--- src/rtl/uart_rx.sv ---
// uart_rx: 8N1 UART receiver. It oversamples the line at CLKS_PER_BIT clocks
// per bit, samples every bit at mid-bit and recovers each byte LSB-first.
// A received byte is held on a valid/ack handshake. frame_err pulses for one
// cycle on a bad stop bit. overrun is sticky and reports a dropped byte.
//
// Ports:
//   clk        - system clock, rising edge
//   reset      - asynchronous active-low reset
//   rx         - serial line, idle high, asynchronous to clk
//   data       - received byte, valid while data_valid=1
//   data_valid - level, held until data_ack
//   data_ack   - consumer accepts the byte (ignored while data_valid=0)
//   frame_err  - one-cycle pulse when the stop bit is sampled low
//   overrun    - sticky, set when a good frame completes while data_valid=1
//   state      - FSM state for debug visibility
module uart_rx #(
    parameter int unsigned CLKS_PER_BIT = 16
) (
    input  logic       clk,
    input  logic       reset,
    input  logic       rx,
    output logic [7:0] data,
    output logic       data_valid,
    input  logic       data_ack,
    output logic       frame_err,
    output logic       overrun,
    output logic [2:0] state
);

    localparam int unsigned HALF_BIT = CLKS_PER_BIT / 2;
    localparam int unsigned CNT_W    = $clog2(CLKS_PER_BIT);

    localparam logic [CNT_W-1:0] HALF_LAST = CNT_W'(HALF_BIT - 1);
    localparam logic [CNT_W-1:0] BIT_LAST  = CNT_W'(CLKS_PER_BIT - 1);

    typedef enum logic [2:0] {
        S_IDLE      = 3'd0,
        S_START     = 3'd1,
        S_DATA      = 3'd2,
        S_STOP      = 3'd3,
        S_WAIT_IDLE = 3'd4
    } state_t;

    logic             rx_meta;
    logic             rx_s;

    state_t           state_q,   state_d;
    logic [CNT_W-1:0] cnt_q,     cnt_d;
    logic [2:0]       bit_idx_q, bit_idx_d;
    logic [7:0]       shreg_q,   shreg_d;

    logic [7:0]       data_d;
    logic             data_valid_d;
    logic             frame_err_d;
    logic             overrun_d;
    logic             good_frame_c;

    // Two-flop synchronizer; the FSM only ever looks at rx_s.
    always_ff @(posedge clk or negedge reset) begin
        if (!reset) begin
            rx_meta <= 1'b1;
            rx_s    <= 1'b1;
        end else begin
            rx_meta <= rx;
            rx_s    <= rx_meta;
        end
    end

    // State and output registers.
    always_ff @(posedge clk or negedge reset) begin
        if (!reset) begin
            state_q    <= S_IDLE;
            cnt_q      <= '0;
            bit_idx_q  <= '0;
            shreg_q    <= '0;
            data       <= '0;
            data_valid <= 1'b0;
            frame_err  <= 1'b0;
            overrun    <= 1'b0;
        end else begin
            state_q    <= state_d;
            cnt_q      <= cnt_d;
            bit_idx_q  <= bit_idx_d;
            shreg_q    <= shreg_d;
            data       <= data_d;
            data_valid <= data_valid_d;
            frame_err  <= frame_err_d;
            overrun    <= overrun_d;
        end
    end

    // Next-state, bit timing and handshake logic.
    always_comb begin
        state_d      = state_q;
        cnt_d        = cnt_q;
        bit_idx_d    = bit_idx_q;
        shreg_d      = shreg_q;
        data_d       = data;
        data_valid_d = data_valid;
        frame_err_d  = 1'b0;
        overrun_d    = overrun;
        good_frame_c = 1'b0;

        case (state_q)
            S_IDLE: begin
                if (!rx_s) begin
                    state_d = S_START;
                    cnt_d   = '0;
                end
            end

            S_START: begin
                // Re-check the start bit at its mid-point to reject glitches.
                if (cnt_q == HALF_LAST) begin
                    cnt_d = '0;
                    if (!rx_s) begin
                        state_d   = S_DATA;
                        bit_idx_d = '0;
                    end else begin
                        state_d = S_IDLE;
                    end
                end else begin
                    cnt_d = cnt_q + CNT_W'(1);
                end
            end

            S_DATA: begin
                if (cnt_q == BIT_LAST) begin
                    shreg_d   = {rx_s, shreg_q[7:1]};
                    cnt_d     = '0;
                    bit_idx_d = bit_idx_q + 3'd1;
                    if (bit_idx_q == 3'd7) begin
                        state_d = S_STOP;
                    end
                end else begin
                    cnt_d = cnt_q + CNT_W'(1);
                end
            end

            S_STOP: begin
                if (cnt_q == BIT_LAST) begin
                    cnt_d = '0;
                    if (rx_s) begin
                        good_frame_c = 1'b1;
                        state_d      = S_IDLE;
                    end else begin
                        frame_err_d = 1'b1;
                        state_d     = S_WAIT_IDLE;
                    end
                end else begin
                    cnt_d = cnt_q + CNT_W'(1);
                end
            end

            S_WAIT_IDLE: begin
                // A held-low or break line must return high before re-arming.
                if (rx_s) begin
                    state_d = S_IDLE;
                end
            end

            default: begin
                state_d = S_IDLE;
                cnt_d   = '0;
            end
        endcase

        // Ack retires the held byte and clears overrun.
        if (data_valid && data_ack) begin
            data_valid_d = 1'b0;
            overrun_d    = 1'b0;
        end

        // A completed frame replaces the byte only if the slot is free or
        // being freed on this same edge; otherwise it is dropped.
        if (good_frame_c) begin
            if (!data_valid || data_ack) begin
                data_d       = shreg_q;
                data_valid_d = 1'b1;
            end else begin
                overrun_d = 1'b1;
            end
        end
    end

    assign state = state_q;

endmodule

--- config.mk ---
export PLATFORM = sky130hd
export DESIGN_NAME = uart_rx
export DESIGN_NICKNAME = d
export VERILOG_FILES = /design/src/rtl/uart_rx.sv
export SDC_FILE = /design/constraint.sdc
export NUM_CORES = 1
export LEC_CHECK = 0
export CAP_MARGIN = 5
export CORE_MARGIN = 2
export CORE_UTILIZATION = 45
export CTS_CLUSTER_SIZE = 28
export DETAILED_ROUTE_END_ITERATION = 10
export MAX_ROUTING_LAYER = met4
export PLACE_DENSITY = 0.67
export SETUP_SLACK_MARGIN = 0.1
export SLEW_MARGIN = 10
export SYNTH_ARGS = -nofsm -noshare
export SYNTH_HDL_FRONTEND = slang
export SYNTH_SLANG_ARGS = --single-unit
--- constraint.sdc ---
create_clock -name clk -period 1.88 [get_ports clk]
set_input_delay 0.188 -clock clk [delete_from_list [all_inputs] [get_ports clk]]
set_output_delay 0.188 -clock clk [all_outputs]
set_load 0.02 [all_outputs]
==> impl_summary.md <==
Outcome
The run finished, with violations left. The checks that failed: DRC.

Die
Measured along the x axis, the die boundary spans approximately 60 um. The initial utilization of the core area, before any placement, comes to 0.4831. The core region is ~2800 um^2. The initialized floorplan defines 19 standard-cell rows. The total die area is between 3000 and 4000 um^2. The floorplan step set the die height to between 50 and 60 um. 18 I/O pins were placed.

Timing
The final setup TNS is 0 ps. Setup repair after global routing left no endpoint under its margin. Clock skew on the completed layout was measured at between 6 and 7 ps. The number of hold violations in the final report is 0. The max-slew violation count came to 0. The number of setup violations in the final report is 0. The worst path needs between 1500 and 2000 ps of the cycle, external delays included. For the pin with the worst max-slew slack, the measured transition is approximately 370 ps. In the finished design, the share of the clock period the worst path needs comes to 0.8938. For this run, the top clock speed supported by timing is around 600 MHz. The worst pin sits at a relative slew slack of 0.7484.

Clock tree
The clock tree root buffer cell is sky130_fd_sc_hd__clkbuf_4. The TritonCTS clock tree is built. Clock-pin slew was measured on the worst setup and hold paths at ~100 ps. The number of setup buffers added after CTS is 0.

Clock tree synthesis found a total of 31 sinks. The clock tree synthesis step divided the H-tree into 2 levels. The longest clock path from root to sink contains 2 buffers. The total CTS buffers is 5. Hold repair after CTS inserted 0 buffers.

The clock reaches the later pin of the worst-skew pair after approximately 340 ps.

Placement
After detailed placement, the total cell area comes to 1553 um^2. The count of buffers added on input and output ports is 17. Detailed placement finished with a half-perimeter wire length of roughly 1600 um. The placer's final routability congestion estimate is approximately 0.75.

Cells and area
The total of fill cells in the finished design is between 200 and 250. Of the cells placed in the final design, the portion with a size suffix greater than 1 is 0.2810. The multi-input combinational cells in the finished layout cover a total of about 530 um^2. The net count of the finished layout is about 130.

The repair_antennas step left the layout with diodes totalling 0. After routing the design area is approximately 1600 um^2. The layout overhead on the synthesized area is 19.94%.

Registers take 779.5 um^2.

Drt
In this run the remaining antenna-violating nets after routing total 0. The detailed router placed between 800 and 900 vias in this run. The starting DRC count in detailed routing is 28. The pre-antenna-repair detailed-routing pass consisted of 7 iterations. The wire length after detailed routing is 2342 um. The post-detailed-route wirelength per cell is roughly 15 um. For this run, design rule violations remaining after detail routing come to 1. The post-detailed-route via-to-cell ratio is 5.507.

Global routing
The total global-route track usage is 0.1743. The largest net degree at the start of global routing is 32. The initial antenna violation count is 0. The first-pass GRT wire length is 4112 um. The number of global-route vias before repair was a little under 900. After global routing the overflow that remains totals 0.

Power
In this run the static leakage power is around 0.79 nW. Of the total power, combinational logic draws 0.224. The net switching power figure is about 0.50 mW. The cell-internal power is 1.155 mW. For this design the ratio of total power to cell area is between 1000 and 1500 nW/um^2. The fraction of power consumed by sequential logic is 0.506.

The worst ir drop on vdd is a little under 700 uV. Of the total power, the share spent switching nets is 0.3023. The share of total power dissipated in the clock network is 0.270.

Setup path
The startpoint identified for the worst register-to-register timing path is cnt_q[0]. In this run the critical register-to-register path is captured at data[4]. The kind of cell with the highest combined delay along the critical path is buffers and inverters. The logic depth of the worst register-to-register path is 5. The worst setup path is of the reg -> out kind. The number of buffers and inverters on the critical path is 1. The worst endpoint data arrival time is 1490 ps. In this design, the stage delay of the slowest critical-path cell is roughly 660 ps. The worst path required time is 1690 ps. The maximum fanout count along the critical path is 9. STA classifies the critical path endpoint as a primary output. Across all register-to-register paths, the minimum setup slack is 230 ps. The kind of launch point of the worst setup path is a register. Walking the worst path, the cells encountered are clkdlybuf4s50_1. The cell with the largest stage delay on the worst path is sky130_fd_sc_hd__clkdlybuf4s50_1.

Synthesis
The async set-or-reset flop fraction in the synthesized netlist is 1.000. The Yosys step of the flow raised 0 warnings. The number of nets produced by synthesis is about 100. The total of flip-flops plus latches after synthesis is 31. The number of unique standard cell types used by synthesis is 29. For this run, the leading register cell type out of synthesis is sky130_fd_sc_hd__dfrtp_1. By count the netlist is led by 29 x sky130_fd_sc_hd__dfrtp_1, 10 x sky130_fd_sc_hd__mux2_2, 8 x sky130_fd_sc_hd__mux2_4, 4 x sky130_fd_sc_hd__a22o_1, 4 x sky130_fd_sc_hd__nor2_1. Dividing the synthesized area by the synthesized cell count gives 14.12 um^2. The post-synthesis cell count is 96. The post-synthesis sequential area ratio is 0.5743. Yosys instantiated no cell more often than sky130_fd_sc_hd__dfrtp_1. After synthesis the cells add up to approximately 1400 um^2. The cell type with the largest total area after synthesis is sky130_fd_sc_hd__dfrtp_1.

By area the synthesized netlist is led by sky130_fd_sc_hd__dfrtp_1 54%, sky130_fd_sc_hd__mux2_4 8.9%, sky130_fd_sc_hd__mux2_2 8.3%. The number of enable-type register cells in the synthesized netlist is 0. Of the post-synthesis cell area, the dominant cell type holds 0.5355.

Min path
The tightest min-delay check is of the in -> async type.

Run
Max-cap violations in this run came to 0.
-- worst max path at each step --
stage,from,end,slack [ps],cells past startpoint
finish,state[0],state[0],200,1
global route,state[0],state[0],130,1
CTS,state[1],state[1],150,2
detailed placement,cnt_q[0],data[1],230,5
global placement,cnt_q[0],data[7],270,5
floorplan,state[1],data[0],250,6
-- routing by layer --
metal | GRT usage | up-vias | routed length, um
li1 | - | 402 | -
met1 | 0.2282 | 403 | 1143
met2 | 0.2302 | 24 | 980
met3 | 0.07253 | 8 | 166
met4 | 0.08766 | 0 | 51
met5 | - | - | 0
-- cells by family (layout without fill, tap and decap cells) --
group,Yosys count,count (layout),share of synthesized area
AO/OA/AOI/OAI,18,18,0.09973
adder cells (fa/ha/maj),3,3,0.02770
AND/OR/NAND/NOR,18,18,0.08033
flip-flops,31,31,0.5743
XOR/XNOR,2,2,0.01293
multiplexers,18,18,0.1718
buffers and inverters,6,31,0.03324
-- metrics by stage --
stage | cells | total power [mW] | hold slack (ps) | setup slack (ps) | utilization
6_report | 152 | 1.656 | 236.2 | 199.7 | 0.5794
4_1_cts | 152 | 1.678 | 242.0 | 147.3 | 0.5785
3_5_place_dp | 144 | 1.226 | 353.2 | 228.2 | 0.5535
3_3_place_gp | 144 | 1.218 | 346.8 | 273.3 | 0.5535
2_1_floorplan | 96 | 1.104 | -107.6 | 249.0 | -
5_1_grt | 152 | 1.767 | 243.4 | 126.0 | 0.5794
-- flip-flops by register name (all words and copies together) (netlist names), 3 cells and up --
signal / count
shreg_q: 8
data: 8
cnt_q: 4
bit_idx_q: 3
state: 3
-- placed cells by master (no fill, tap or decap), drive strengths merged --
| cell type | n |
|---|---|
| a22o | 4 |
| nand3b | 3 |
| nand2 | 3 |
| o21ba | 1 |
| buf | 3 |
| or2b | 1 |
| clkbuf | 8 |
| nor3 | 1 |
| clkdlybuf4s50 | 16 |
| a22oi | 1 |
| a21oi | 3 |
| a211oi | 1 |
| mux2 | 18 |
| o2111ai | 1 |
| o311ai | 1 |
| nor4 | 1 |
| o22ai | 1 |
| and3 | 2 |
| and4 | 1 |
| a31oi | 1 |
| and3b | 1 |
| dlymetal6s2s | 1 |
| ha | 3 |
| xor2 | 2 |
| o211a | 2 |
| dfstp | 2 |
| inv | 3 |
| and2 | 1 |
| o21ai | 2 |
| dfrtp | 29 |
| nor2 | 4 |
-- final cells by class --
class                   count  share of cell area
clock buffers               8             0.04234
well taps                  31             0.02386
multi-input cells          59              0.3272
inverters                   3            0.006928
repair buffers             20              0.1201
flip-flops and latches     31              0.4796
-- timing repair --
action,in CTS,in global routing
gates resized for setup,1,1
setup endpoints to repair,1,1
cloned,0,0
hold endpoints to repair,0,0
-- power groups by stage --
| stage | combinational, mW | sequential [mW] | clock [mW] |
|---|---|---|---|
| 2_1_floorplan | 0.263 | 0.841 | 0 |
| 3_3_place_gp | 0.370 | 0.847 | 0 |
| 3_5_place_dp | 0.378 | 0.848 | 0 |
| 4_1_cts | 0.378 | 0.838 | 0.462 |
| 5_1_grt | 0.421 | 0.856 | 0.490 |
| 6_report | 0.372 | 0.838 | 0.447 |
No activity file was read; power rests on OpenSTA's default activity.
